File: config.mk
export PLATFORM = sky130hd
export DESIGN_NAME = note_judge
export DESIGN_NICKNAME = d
export VERILOG_FILES = /design/src/rtl/note_judge.sv
export SDC_FILE = /design/constraint.sdc
export NUM_CORES = 1
export LEC_CHECK = 0
export CORE_MARGIN = 3
export CORE_UTILIZATION = 50
export CTS_BUF_LIST = sky130_fd_sc_hd__clkbuf_4
export DETAILED_ROUTE_END_ITERATION = 7
export MAX_ROUTING_LAYER = met4
export PLACE_DENSITY = 0.78
export SLEW_MARGIN = 20
export SYNTH_ARGS = -nofsm -noshare
export SYNTH_HDL_FRONTEND = slang
export SYNTH_SLANG_ARGS = --single-unit
File: constraint.sdc
create_clock -name clk -period 3.55 [get_ports clk]
set_input_delay 0.5325 -clock clk [delete_from_list [all_inputs] [get_ports clk]]
set_output_delay 0.5325 -clock clk [all_outputs]
set_load 0.01 [all_outputs]
File: src/rtl/note_judge.sv
`default_nettype none
// ============================================================================
// Module   : note_judge
// Purpose  : Judges keypresses against timed note windows; emits hit/perfect/
//            miss pulses and maintains saturating score, combo and max combo.
// Revision : 1.0 - initial release
// ============================================================================
module note_judge #(
  parameter int WINDOW      = 16,
  parameter int PERFECT_WIN = 4,
  parameter int SCORE_W     = 10,
  parameter int COMBO_W     = 8
) (
  input  logic               clk,
  input  logic               rst,
  input  logic               game_en,
  input  logic               beat,
  input  logic               note_valid,
  input  logic               key_any,
  input  logic               equal,
  output logic               hit_pulse,
  output logic               perfect_pulse,
  output logic               miss_pulse,
  output logic [SCORE_W-1:0] score,
  output logic [COMBO_W-1:0] combo,
  output logic [COMBO_W-1:0] max_combo,
  output logic               window_open
);

  localparam int c_CNT_W = (WINDOW > 2) ? $clog2(WINDOW) : 1;
  localparam logic [c_CNT_W-1:0] c_LAST = c_CNT_W'(WINDOW - 1);
  localparam logic [c_CNT_W-1:0] c_PERF = c_CNT_W'(PERFECT_WIN);

  typedef enum logic [1:0] {
    S_IDLE = 2'd0,
    S_OPEN = 2'd1,
    S_DONE = 2'd2
  } state_t;

  state_t             r_state;
  logic [c_CNT_W-1:0] r_cnt;

  state_t             w_state_nxt;
  logic [c_CNT_W-1:0] w_cnt_nxt;
  logic               w_open;
  logic               w_correct;
  logic               w_miss;
  logic               w_perf;
  logic [SCORE_W:0]   w_sum;
  logic [SCORE_W-1:0] w_score_nxt;
  logic [COMBO_W-1:0] w_combo_nxt;

  always_comb begin
    w_open    = (r_state == S_OPEN);
    w_correct = w_open & key_any & equal;
    // Wrong key, timeout and an unanswered beat collision all count as a miss.
    w_miss    = w_open & ((key_any & ~equal) |
                          (~key_any & ((r_cnt == c_LAST) | beat)));
    w_perf    = w_correct & (r_cnt < c_PERF);

    // Perfect adds 2, good adds 1; the extra MSB flags an overflow to clamp.
    w_sum       = {1'b0, score} + {{(SCORE_W-1){1'b0}}, w_perf, ~w_perf};
    w_score_nxt = w_sum[SCORE_W] ? {SCORE_W{1'b1}} : w_sum[SCORE_W-1:0];
    w_combo_nxt = (combo == {COMBO_W{1'b1}}) ? combo : combo + COMBO_W'(1);

    w_state_nxt = r_state;
    w_cnt_nxt   = r_cnt;
    if (beat) begin
      // A new beat always wins the next state, even if the old note was judged.
      w_state_nxt = note_valid ? S_OPEN : S_IDLE;
      w_cnt_nxt   = '0;
    end else if (w_open) begin
      if (w_correct || w_miss) begin
        w_state_nxt = S_DONE;
      end else begin
        w_cnt_nxt = r_cnt + c_CNT_W'(1);
      end
    end
  end

  always_ff @(posedge clk) begin
    if (rst) begin
      r_state       <= S_IDLE;
      r_cnt         <= '0;
      hit_pulse     <= 1'b0;
      perfect_pulse <= 1'b0;
      miss_pulse    <= 1'b0;
      score         <= '0;
      combo         <= '0;
      max_combo     <= '0;
      window_open   <= 1'b0;
    end else if (!game_en) begin
      r_state       <= S_IDLE;
      r_cnt         <= '0;
      hit_pulse     <= 1'b0;
      perfect_pulse <= 1'b0;
      miss_pulse    <= 1'b0;
      window_open   <= 1'b0;
    end else begin
      r_state       <= w_state_nxt;
      r_cnt         <= w_cnt_nxt;
      window_open   <= (w_state_nxt == S_OPEN);
      hit_pulse     <= w_correct;
      perfect_pulse <= w_perf;
      miss_pulse    <= w_miss;
      if (w_correct) begin
        score <= w_score_nxt;
        combo <= w_combo_nxt;
        if (w_combo_nxt > max_combo) begin
          max_combo <= w_combo_nxt;
        end
      end else if (w_miss) begin
        combo <= '0;
      end
    end
  end

endmodule
`default_nettype wire

==> flow_summary_export.csv, run 1 <==
group,metric,value,unit
yosys,postSynthCellCount,208,
cts,cts.clk_slew.worst_paths,110,ps
yosys,synth-seq-cells,36,
floorplanning,start_util,54.29,%
timing,slew_headroom,67.38,%
yosys,syn-cell-area,1883,um^2
flow_run,drv_cap,0,
cts,cts_buffer_depth,2,
routing,firstDrtPassIters,4,
floorplanning,fp.dieH,67.37,um
run_status,status,"complete, no violations",
power,power.leakage,0.8730,nW
cts,cts_num_sinks,36,
global_routing,grt_pass1_vias,1482,
routing,antenna_left,0,
place,placedCellCount,288,
timing,finClkSkew,6.551,ps
min_path,holdCritPathClass,"reg2reg",
yosys,synth_edf_count,0,
worst_setup_path,arrival,3240,ps
yosys,synth_top_cells_by_count,"dfxtp_1, a21oi_1, nand2_1",
timing,hold_ws,485.6,ps
worst_setup_path,reg2reg_from,"combo[0]",
cts,cts_buffers,5,
cts,cts_setup_buffers,0,
global_routing,grt_pass1_wl,6775,um
timing,hold_violations,0,
place,place.detailed.hpwl,3049,um
routing,drt_wl_total,4071,um
cts,h-tree-depth,2,
yosys,yosysMostFrequentCell,"dfxtp_1",
routing,drc,0,
timing,max_clock_freq,0.3350,GHz
worst_setup_path,r2r_end,"max_combo[0]",
cts,cts_root_buf,"clkbuf_4",
cts,ctsResizeCount,0,
finish,stdcell_count,295,
timing,setup_viol,0,
timing,min_period,2985,ps
timing,grt_setup_unrepaired,"false",
power,pwr_density_cell,278.9,nW/um^2
worst_setup_path,end_kind,"flip-flop",
place,dpl_worst_slack,575.0,ps
finish,drive_above_1_share,10.44,%
power,ir_worst_vdd,0.0001916,V
floorplanning,die_area,4539,um^2
yosys,async_flop_share,0,%
yosys,synth_area_leader_cell,"dfxtp_1",
floorplanning,rows,21,
yosys,syn_nets,228,
global_routing,grt_max_degree,15,
timing,post-route-period-util,84.09,%
global_routing,grt_use_total,20.24,%
cts,cts_tree,"yes",
min_path,worstHoldEndpoint,"r_cnt[1]",
timing,drv_slew,0,
min_path,worstHoldPathCells,2,
yosys,yosys.cell_types.count,53,
worst_setup_path,critPathLaunchType,"flip-flop",
routing,vias,1658,
floorplanning,coreArea,3468,um^2
yosys,yosysSeqAreaShare,38.27,%
yosys,ys.flop_type,"dfxtp_1",
min_path,holdCritStartpoint,"r_cnt[1]",
worst_setup_path,rrSetupSlack,560,ps
routing,avgRoutedWirePerCell,13.80,um
worst_setup_path,cp_max_fo,7,
floorplanning,io_pins,37,
timing,worst_slew_pin_slew,487.8,ps
worst_setup_path,cp.required,3800,ps
yosys,ys_warn_count,0,
finish,syn2layout_area_growth,24.58,%
timing,tns,0,ps
routing,vias_per_cell,5.620,
floorplanning,die_w,67.37,um
yosys,synth_top_cell_area_share,38.27,%
finish,antenna_cells,0,
worst_setup_path,startpoint,"combo[0]",
place,port-buffer-count,36,
finish,fin_nets,269,
routing,drtIter0Drc,93,
timing,setup_slack,564.8,ps
global_routing,grt_overflow,0,
worst_setup_path,r2r_cells,11,
worst_setup_path,worstSetupPathType,"reg2reg",
cts,cts_hold_buffers,0,
cts,clk_latency,350,ps
global_routing,grt_antenna_before_repair,0,
yosys,avgSynthCellArea,9.053,um^2
place,gp_congestion,0.7999,
yosys,synth.area.top_cells,"dfxtp_1, ha_1, a21oi_1, nand2_1, xor2_1",
kinds of logic (layout without fill, tap and decap cells):
family                     count (synthesis)  count (layout)  share of synthesized area, %
xor gates and xnor gates                  10              10                         4.651
AOI/OAI and AO/OA                         57              57                         21.40
buffers and inverters                     16              57                         3.256
DFF                                       36              36                         38.27
muxes                                      4               4                         2.193
and+or+nand+nor                           72              72                         21.20
adders and majority gates                 13              13                         9.036
worst max-delay path, stage by stage, from the launching register on:
cell and delay [ps]:
dfxtp_1 450, ha_1 260, and4_1 310, nand2_2 130, mux2i_1 250, inv_1 70, ha_1 280, nor2b_1 130
o211a_1 240, o31ai_2 460, nor4_1 80, a31o_2 230
cells in the final DEF (no fill, tap or decap), types with 2 or more instances in the layout:
master / count
clkdlybuf4s50_1: 36
xor2_1: 6
nor4_1: 3
nor2_1: 12
a21oi_1: 19
a22o_1: 4
nand4_1: 4
a211oi_1: 4
nand2_2: 2
o21ai_0: 10
nand3_1: 8
nor3_1: 5
nand2_1: 16
a311oi_1: 2
xnor2_1: 4
a31o_2: 3
nor2b_1: 2
and3_1: 3
dfxtp_1: 36
ha_1: 12
or2_2: 2
and4_1: 4
clkbuf_4: 6
inv_1: 13
mux2i_1: 3
sequential cells by signal (all words and copies together), names as in the netlist, 2 cells and up:
name	count
combo	8
score	10
r_state	2
r_cnt	4
max_combo	8
worst max path at each step:
stage              endpoint  cells past startpoint  slack, ps
4_1_cts        max_combo[0]                     11        590
3_3_place_gp       score[0]                      9        620
5_1_grt        max_combo[5]                     11        350
2_1_floorplan  max_combo[7]                     11        860
6_report       max_combo[0]                     11        560
3_5_place_dp       score[1]                      9        570
power breakdown:
group / total [mW] / internal, mW / switching (mW)
clock: 0.217 / 0.0806 / 0.137
sequential: 0.406 / 0.405 / 0.00109
combinational: 0.0309 / 0.0131 / 0.0178
per-stage QoR:
| step | instance area (um^2) | utilization, % | power (mW) |
|---|---|---|---|
| floorplan | 1883 | - | 0.4307 |
| global placement | 2296 | 66.20 | 0.4456 |
| detailed placement | 2296 | 66.20 | 0.4460 |
| CTS | 2346 | 67.64 | 0.6638 |
| global route | 2346 | 67.64 | 0.6830 |
| finish | 2346 | 67.64 | 0.6543 |
area by class of cell:
class / count / area [um^2]
repair buffers: 37 / 367.9
clock buffers: 6 / 45.04
inverters: 13 / 48.80
flip-flops and latches: 36 / 720.7
fillers: 305 / 1122
clock inverters: 1 / 5.005
well taps: 46 / 57.56
multi-input cells: 156 / 1101
layer usage:
| layer | track usage, % | up-vias | share of wire, % |
|---|---|---|---|
| li1 | - | 840 | - |
| met3 | 3.993 | 7 | 5.7 |
| met2 | 29.57 | 52 | 45 |
| met1 | 27.55 | 759 | 48 |
| met5 | - | - | 0 |
| met4 | 7.595 | 0 | 1.6 |
Note: power is estimated with default switching activity, not from simulation.
==> run 2: changes to the inputs <==
--- a/config.mk
+++ b/config.mk
@@ -6,7 +6,7 @@
 export NUM_CORES = 1
 export LEC_CHECK = 0
 export CORE_MARGIN = 3
-export CORE_UTILIZATION = 50
+export CORE_UTILIZATION = 48
 export CTS_BUF_LIST = sky130_fd_sc_hd__clkbuf_4
 export DETAILED_ROUTE_END_ITERATION = 7
 export MAX_ROUTING_LAYER = met4
==> constraint.sdc (replaced) <==
create_clock -name clk -period 2.5 [get_ports clk]
set_input_delay 0.375 -clock clk [delete_from_list [all_inputs] [get_ports clk]]
set_output_delay 0.375 -clock clk [all_outputs]
set_load 0.01 [all_outputs]
==> run 2 against run 1 <==
- the flow now finishes with violations (setup timing)
- combinational power up 63%
- non-clock buffer count grew 36
- final cell count is 13% higher
- via count is 11% higher
- sequential power up 41%
- die area up 3.8%
- setup slack worse by 610 ps
- largest power group unchanged
- critical path depth rose by 1
==> flow_summary_export.csv, run 2 (synthesis results as in run 1) <==
group,metric,value,unit
run_status,status,"finished with violations",
run_status,violations,"setup timing",
timing,drv_slew,0,
routing,wl_met2,2577,um
cts,clk_latency,340,ps
global_routing,grt_pass1_vias,1637,
routing,antenna_left,0,
routing,firstDrtPassIters,4,
floorplanning,fp.dieH,68.64,um
floorplanning,coreArea,3716,um^2
finish,final_cell_mix,"clkdlybuf4s50_1, buf_4, dfxtp_1",
global_routing,grt_overflow,0,
routing,drt_wl_total,4967,um
global_routing,grt_use_total,22.18,%
finish,fin_nets,305,
finish,syn2layout_area_growth,50.43,%
min_path,holdCritPathClass,"reg2reg",
worst_setup_path,end_kind,"flip-flop",
worst_setup_path,arrival,2790,ps
finish,stdcell_count,334,
timing,post-route-period-util,101.9,%
worst_setup_path,cp_max_fo,7,
global_routing,grt_pass1_wl,7507,um
place,placedCellCount,318,
finish,antenna_cells,0,
routing,top_layer_used,"met4",
floorplanning,start_util,50.67,%
cts,h-tree-depth,2,
timing,worst_slew_pin_slew,505.9,ps
timing,tns,-86.92,ps
floorplanning,die_area,4711,um^2
timing,finClkSkew,7.956,ps
power,power.leakage,1.134,nW
power,ir_worst_vdd,0.0003369,V
worst_setup_path,worstSetupPathType,"reg2reg",
finish,fillers,239,
timing,slew_headroom,66.17,%
global_routing,grt_max_degree,15,
timing,setup_viol,2,
flow_run,drv_cap,0,
finish,largest_reg_flops,10,
timing,max_clock_freq,0.3925,GHz
timing,grt_setup_unrepaired,"true",
routing,drc,0,
finish,top_regs,"score x10, combo x8, max_combo x8",
power,pwr_density_cell,324.4,nW/um^2
routing,met3_length,194,um
floorplanning,rows,22,
place,port-buffer-count,36,
worst_setup_path,critPathLaunchType,"flip-flop",
finish,drive_above_1_share,32.87,%
global_routing,grt_antenna_before_repair,0,
routing,vias,1835,
cts,cts_buffer_depth,2,
place,gp_congestion,0.8640,
worst_setup_path,cp.required,2740,ps
cts,cts_tree,"yes",
floorplanning,die_w,68.64,um
floorplanning,io_pins,37,
routing,avgRoutedWirePerCell,14.87,um
finish,regMostFlops,"score",
routing,drt-met1-wl,2092,um
cts,cts_hold_buffers,0,
cts,cts.clk_slew.worst_paths,110,ps
timing,min_period,2548,ps
cts,cts_num_sinks,36,
routing,drtIter0Drc,55,
finish,final_common_cell,"clkdlybuf4s50_1",
timing,setup_slack,-47.99,ps
cts,cts_root_buf,"clkbuf_4",
timing,hold_violations,0,
cts,cts_buffers,5,
routing,vias_per_cell,5.494,
place,place.detailed.hpwl,3487,um
## run 2: timing repair
action	CTS	global route
pin swaps	5	18
setup buffers	4	4
endpoints found under the hold margin	0	0
gates resized for setup	8	35
endpoints found under the setup margin	8	9
## run 2: final timing paths
kind | from | to | slack [ps] | cells past startpoint
min | r_cnt[1] | r_cnt[1] | 480 | 2
min reg2reg | r_cnt[1] | r_cnt[1] | 480 | 2
max | combo[1] | max_combo[0] | -50 | 12
max reg2reg | combo[1] | max_combo[0] | -50 | 12
## run 2: per-stage QoR
step           instance area, um^2  hold slack (ps)  setup WS [ps]  util (%)  total power [mW]
3_3_place_gp                  2531            464.1         -72.64     68.11            0.6340
2_1_floorplan                 1906            452.4          8.249         -            0.6097
3_5_place_dp                  2531            473.3         -167.4     68.11            0.6345
6_report                      2833            482.2         -47.99     76.23            0.9190
4_1_cts                       2639            487.4         -52.84     71.01            0.9207
5_1_grt                       2833            527.9         -142.0     76.23            0.9502
## run 2: final cells by class
| cell class | instances | area [um^2] | area share, % |
|---|---|---|---|
| clock buffer | 5 | 37.54 | 1.325 |
| clock inverter | 3 | 13.76 | 0.4859 |
| inverter | 13 | 48.80 | 1.723 |
| multi-input combinational | 156 | 1292 | 45.63 |
| sequential | 36 | 730.7 | 25.80 |
| tap | 48 | 60.06 | 2.120 |
| timing repair buffer | 73 | 649.4 | 22.92 |
## run 2: report_power, final
| part | switching [mW] | total, mW | internal, mW |
|---|---|---|---|
| Combinational | 0.0274 | 0.0504 | 0.0230 |
| Clock | 0.191 | 0.294 | 0.103 |
| Sequential | 0.00141 | 0.574 | 0.573 |
| Total | 0.220 | 0.919 | 0.699 |
## run 2: per-layer routing
metal	vias up	track usage, %
met4	0	8.685
met5	-	-
met2	40	36.35
met1	862	25.90
li1	924	-
met3	9	5.673
## run 2: worst max-delay path, stage by stage, from the launching register on
cell and delay (ps):
dfxtp_4 370, ha_4 160, buf_4 150, nand3_2 80, nor2_1 50, mux2_4 280, inv_2 60, ha_1 210
and4_4 210, a211oi_4 280, o31a_4 260, nand2_4 80, a31o_2 250
